`config.mk`:
```
export PLATFORM = sky130hd
export DESIGN_NAME = stream_source
export DESIGN_NICKNAME = d
export VERILOG_FILES = /design/src/rtl/stream_source.sv
export SDC_FILE = /design/constraint.sdc
export NUM_CORES = 1
export LEC_CHECK = 0
export ABC_AREA = 1
export CAP_MARGIN = 10
export CORE_ASPECT_RATIO = 1.2
export CORE_UTILIZATION = 33
export CTS_CLUSTER_DIAMETER = 50
export DETAILED_ROUTE_END_ITERATION = 8
export PLACE_DENSITY_LB_ADDON = 0.25
export SLEW_MARGIN = 15
export SYNTH_ARGS = -nofsm -noshare
export SYNTH_HDL_FRONTEND = slang
export SYNTH_SLANG_ARGS = --single-unit
```
`constraint.sdc`:
```
create_clock -name clock -period 3.33 [get_ports clock]
set_input_delay 0.333 -clock clock [delete_from_list [all_inputs] [get_ports clock]]
set_output_delay 0.333 -clock clock [all_outputs]
set_load 0.02 [all_outputs]
```
`src/rtl/stream_source.sv`:
```
// Buffer-backed strided word streamer feeding a valid/ready channel.
// Optional STREAM_SOURCE_LOOP_EN adds loop/stop stream control.
module stream_source #(
    parameter int DATA_W = 32,
    parameter int DEPTH  = 32,
    parameter int ADDR_W = 5
) (
    input  logic              clock,
    input  logic              reset,
    input  logic              cfg_we,
    input  logic [ADDR_W-1:0] cfg_waddr,
    input  logic [DATA_W-1:0] cfg_wdata,
    input  logic              start,
    input  logic [ADDR_W-1:0] base,
    input  logic [ADDR_W-1:0] stride,
    input  logic [5:0]        count,
`ifdef STREAM_SOURCE_LOOP_EN
    input  logic              loop,
    input  logic              stop,
`endif
    output logic [DATA_W-1:0] io_dout,
    output logic              io_dout_v,
    input  logic              io_dout_r,
    output logic              busy,
    output logic              done
);

    typedef enum logic [1:0] {
        S_IDLE,
        S_RUN,
        S_FIN
    } state_t;

    logic [DATA_W-1:0] mem [DEPTH];

    state_t            state_q, state_d;
    logic [ADDR_W-1:0] addr_q, addr_d;
    logic [ADDR_W-1:0] stride_q, stride_d;
    logic [5:0]        remain_q, remain_d;
    logic [DATA_W-1:0] dout_q, dout_d;
    logic              dout_v_q, dout_v_d;
    logic              done_q, done_d;
    logic              free;
    logic [ADDR_W-1:0] rd_addr;
    logic [5:0]        rd_remain;
`ifdef STREAM_SOURCE_LOOP_EN
    logic [ADDR_W-1:0] base_q, base_d;
    logic [5:0]        count_q, count_d;
    logic              loop_q, loop_d;
`endif

    always_comb begin
        state_d   = state_q;
        addr_d    = addr_q;
        stride_d  = stride_q;
        remain_d  = remain_q;
        dout_d    = dout_q;
        dout_v_d  = dout_v_q;
        done_d    = 1'b0;
        free      = !dout_v_q || io_dout_r;
        rd_addr   = addr_q;
        rd_remain = remain_q;
`ifdef STREAM_SOURCE_LOOP_EN
        base_d  = base_q;
        count_d = count_q;
        loop_d  = loop_q;
        // A looping stream restarts seamlessly instead of draining
        if (remain_q == 6'd0 && loop_q) begin
            rd_addr   = base_q;
            rd_remain = count_q;
        end
        if (stop) begin
            rd_remain = 6'd0;
        end
`endif
        case (state_q)
            S_IDLE: begin
                if (start) begin
                    if (count != 6'd0) begin
                        addr_d   = base;
                        stride_d = stride;
                        remain_d = count;
                        state_d  = S_RUN;
`ifdef STREAM_SOURCE_LOOP_EN
                        base_d  = base;
                        count_d = count;
                        loop_d  = loop;
`endif
                    end else begin
                        done_d = 1'b1;
                    end
                end
            end
            S_RUN: begin
`ifdef STREAM_SOURCE_LOOP_EN
                if (stop) begin
                    loop_d   = 1'b0;
                    remain_d = 6'd0;
                end
`endif
                if (free) begin
                    if (rd_remain != 6'd0) begin
                        dout_d   = mem[rd_addr];
                        dout_v_d = 1'b1;
                        addr_d   = rd_addr + stride_q;
                        remain_d = rd_remain - 6'd1;
                    end else begin
                        dout_v_d = 1'b0;
                        state_d  = S_FIN;
                        done_d   = 1'b1;
                    end
                end
            end
            S_FIN: begin
                state_d = S_IDLE;
            end
            default: begin
                state_d = S_IDLE;
            end
        endcase
    end

    always_ff @(posedge clock) begin
        if (reset) begin
            state_q  <= S_IDLE;
            addr_q   <= '0;
            stride_q <= '0;
            remain_q <= '0;
            dout_q   <= '0;
            dout_v_q <= 1'b0;
            done_q   <= 1'b0;
`ifdef STREAM_SOURCE_LOOP_EN
            base_q  <= '0;
            count_q <= '0;
            loop_q  <= 1'b0;
`endif
        end else begin
            state_q  <= state_d;
            addr_q   <= addr_d;
            stride_q <= stride_d;
            remain_q <= remain_d;
            dout_q   <= dout_d;
            dout_v_q <= dout_v_d;
            done_q   <= done_d;
`ifdef STREAM_SOURCE_LOOP_EN
            base_q  <= base_d;
            count_q <= count_d;
            loop_q  <= loop_d;
`endif
        end
    end

    // Buffer is not reset; NBA write gives read-before-write on collisions
    always_ff @(posedge clock) begin
        if (cfg_we) begin
            mem[cfg_waddr] <= cfg_wdata;
        end
    end

    assign io_dout   = dout_q;
    assign io_dout_v = dout_v_q;
    assign busy      = (state_q != S_IDLE);
    assign done      = done_q;

endmodule
```
# After elaboration in Yosys (flattened, before gate mapping)
# Memory sizes are Yosys's and may differ from the RTL's. A register that Yosys moved wholly into a read port is not among the register bits.
# Index checks and enable logic that the tools add are counted.
word_totals:
  regBits: 20
  ramBits: 1024
  inputBits: 58
  out_inout_bits: 35
  word_cells: 50
  memories: 1
classes:
  n_addsub: 2
  n_eq_ne: 6
  muxes: 23
  reduce_logical: 12
memory_table:
  columns: ["name", "depth", "word_bits", "read_ports", "rd_clocked_by_memory_dff", "wr", "line", "rtl"]
  rows:
  - ["mem", 32, 32, 1, 1, 1, "34", "logic [DATA_W-1:0] mem [DEPTH];"]
op_table:
  columns: ["cell", "n"]
  rows:
  - ["two-way mux 6 bit", 4]
  - ["two-way mux 5 bit", 4]
  - ["case mux 6 bit (2 select lines)", 1]
  - ["nonzero test 6 bit", 2]
  - ["!= test 2 bit (second input constant)", 5]
  - ["case mux 5 bit (2 select lines)", 1]
  - ["two-way mux 2 bit", 4]
  - ["two-way mux 1 bit", 7]
  - ["AND reduction 3 bit", 2]
  - ["subtractor 6 x 1 -> 6 bit (second input constant)", 1]
  - ["adder 5 bit", 1]
  - ["AND reduction 5 bit", 1]
  - ["case mux 2 bit (2 select lines)", 1]
  - ["AND reduction 4 bit", 1]
  - ["nonzero test 2 bit", 2]
  - ["equality test 2 x 1 -> 1 bit (second input constant)", 1]
  - ["logical NOT 2 bit", 1]
  - ["case mux 1 bit (2 select lines)", 1]
  - ["AND reduction 2 bit", 1]
  - ["logical NOT 1 bit", 1]
  - ["logical OR 1 bit", 1]

# Logic depth before layout (Yosys ltp)
depth:
  ltp_word: 4
  ltp_mapped: 12
  mapped_depth_nobuf: 10

# Worst setup path after synthesis
# OpenSTA, ideal clock, no wires.
synth_timing:
  path_kind: "input-to-reg"
  start: "input cfg_waddr[0]"
  end: "memory mem[0][0], enable pin"
  setup_time_ns: 0.421
  arrival_time_ns: 1.988
  t_required_ns: 2.909
  setup_slack_ns: 0.921
  cell_stages: 3
  n_path_buf: 0
  path_cell_list: "inv_1 > nand3_1 > nor2_1"
synth_lines:
  columns: ["element", "line", "rtl"]
  rows:
  - ["from (decl)", "11", "input logic [ADDR_W-1:0] cfg_waddr,"]
  - ["to (decl)", "34", null]
# Straight into the memory's write port.

# Worst setup path after layout
layout_timing:
  start: "register dout_q[4], in the netlist io_dout[4], read port of mem"
  end: "output io_dout[4]"
layout_lines:
  columns: ["element", "line", "rtl"]
  rows:
  - ["from (decl)", "40", "logic [DATA_W-1:0] dout_q, dout_d;"]
  - ["to (decl)", "21", "output logic [DATA_W-1:0] io_dout,"]
# No word-level cell between the ends.

==> results.toml <==
[global_route]
grt_pass1_wl_um = 183000
grt_usage_pct = 18.3
grt_overflow_total = 0
grt_max_degree = 138
antenna_found_initial = 7
grt_pass1_vias = 27265

[sta]
fmaxAchievable_mhz = 438
hold_viol_final = 0
setup_viol = 0
fin_worst_hold_slack_ns = 0.200
fin_ws_ns = 1.05
period_minus_slack_ns = 2.28
slew-limit-headroom_pct = 26.3
drv_slew = 0
tightest_slew_ns = 1.10
fin_worst_skew_ns = 0.0269
period_share_pct = 68.6
finalSetupTns_ns = 0
rsz0062_at_grt = "no"

[cells_and_area]
final_core_util_pct = 38.7
instances_no_fill = 5673
finalNetCount = 3878
final_common_cell = "nand2_1"
area_delta_synth_final_pct = 15.8
nFillCells = 12495
multi_input_area_um2 = 10500
seq_area_um2 = 31800
drive_gt1_share_pct = 9.47
antenna_cells = 0
final_cell_mix = "1345 x nand2_1, 1024 x edfxtp_1, 850 x nand3_1"

[clock_network]
cts_buffer_depth = 3
cts_buffers = 113
cts_setup_buffers = 0
root_buffer = "clkbuf_16"
cts_resized = 0
clk_latency_ns = 0.72
htreeDepth = 3
postCtsHoldBufs = 0
clock_sinks = 1076
path_clk_slew_ns = 0.06
cts_tree = "done"

[status]
outcome = "finished, final reports clean"

[detailed_routing]
detail-route-antenna-nets = 0
wl_um = 124000
route.detailed.drc = 0
avgViaCountPerCell = 4.97
drtIter0Drc = 2269
routedWlPerCell_um = 21.8
via_count = 28182
dr.pass1.iters = 6

[synth]
synth_edf_count = 1024
synthSimpleGateAreaFrac_pct = 21.8
synth_fa_ha_area_share_pct = 0.218
ys.flop_type = "edfxtp_1"
synthesis.instances = 3707
synth-xor-area-share_pct = 0.0802
synth_area_per_cell_um2 = 11.8
synth_top_family_by_area = "simple AND/OR/NAND/NOR gates"
yosysSeqAreaShare_pct = 72.8
syn-num-nets = 3772
synth_compound_area_share_pct = 1.39
yosysTopAreaCellShare_pct = 70.4
ys_types = 27
ys_warn_count = 0
ys_seq_elements = 1076
muxShareOfSynthArea_pct = 0
synthesis.area_um2 = 43700
synth-async-reset-ratio_pct = 0
yosys.area.top_type = "edfxtp_1"
yosys-top-cells-area = "edfxtp_1 70%, nand2_1 12%, nand3_1 9.7%"

[critical_path]
end_kind = "output pin"
path_delay_family = "buffers and inverters"
cp-startpoint = "io_dout[4]$_SDFFE_PP0P_"
worst-setup-path-type = "reg2out"
worstSetupStartpointType = "flip-flop"
cp_data_required_time_ns = 3.00
arrival_ns = 1.95
crit_fanout = 2
path_buf_inv = 1
r2r_start = "addr_q[0]$_SDFFE_PP0P_"
cp_cell_sequence = "clkdlybuf4s50_1"
cp_slowest_cell = "clkdlybuf4s50_1"
critPathMaxStageDelay_ns = 0.69

[job]
cap_violations = 0

[floorplan]
io_pins = 93
coreArea_um2 = 131000
initial_utilization_pct = 33.4
dieArea_um2 = 134000
rows = 145
fp.dieW_um = 334
die_height_um = 401

[place]
place_hpwl_um = 68100
dp_slack_ns = 0.845
place_congestion = 0.764
io_buffers = 92
numPlacedInstances = 5462

[worst_hold_path]
holdCritPathClass = "in2reg"
hold_path_startpoint = "cfg_wdata[4]"

[power]
peakVddDrop_v = 0.000391
p_leak_nw = 17.9
p_per_area_nw_per_um2 = 652
-- layer usage --
metal | track usage [%] | vias up | part of all wire [%]
li1 | - | 13246 | -
met1 | 24.4 | 13984 | 43
met2 | 30.9 | 806 | 49
met3 | 2.63 | 144 | 5.8
met4 | 5.35 | 2 | 2.2
met5 | 0 | - | 0.0089
-- logic make-up after synthesis --
kind of cell / Yosys count
xor gates and xnor gates: 4
buffers and inverters: 262
AOI/OAI and AO/OA: 105
and+or+nand+nor: 2253
DFF: 1076
adders and majority gates: 7
-- area by class of cell --
cell class	instances	area share (%)
clock inverter	85	1.35
inverter	30	0.284
clock buffer	126	5.81
tap	1764	4.36
sequential	1076	62.9
timing repair buffer	223	4.54
multi-input combinational	2369	20.8
-- cell usage after synthesis (2+ instances only) --
cell type / n
dfxtp_1: 52
nand3b_1: 2
nand3_1: 850
nor2_1: 54
buf_1: 20
a21oi_2: 20
buf_6: 49
inv_2: 4
nand2_1: 1345
nand4_1: 2
a21oi_1: 29
xnor2_1: 4
ha_1: 6
clkbuf_1: 30
o21ai_1: 3
inv_1: 25
edfxtp_1: 1024
buf_2: 93
o21ai_0: 50
buf_4: 38
-- metrics by stage --
stage / area (um2) / power, mW
floorplan: 43700 / 19.1
global placement: 47000 / 21.0
detailed placement: 47000 / 21.0
CTS: 50600 / 33.3
global route: 50600 / 34.3
finish: 50600 / 33.0
-- sequential cells by signal, summed over array words and instances, names as in the netlist --
register,flops
io_dout,32
mem,1024
addr_q,5
rd_remain,6
io_dout_v,1
state_q,2
done,1
stride_q,5
-- report_power, final --
group,internal (mW),switching (mW)
combinational,1.60,3.84
clock,6.92,5.38
sequential,15.1,0.175
-- path summary, 6_finish.rpt --
kind              slack [ns]  depth (start not counted)                       end
setup / recovery        1.05                          1                io_dout[4]
hold / removal          0.20                          1       mem[5][4]$_DFFE_PP_
setup reg to reg        1.05                         10  io_dout[30]$_SDFFE_PP0P_
hold reg to reg         0.50                          2  stride_q[2]$_SDFFE_PP0P_
Note: power is estimated with default switching activity, not from simulation.
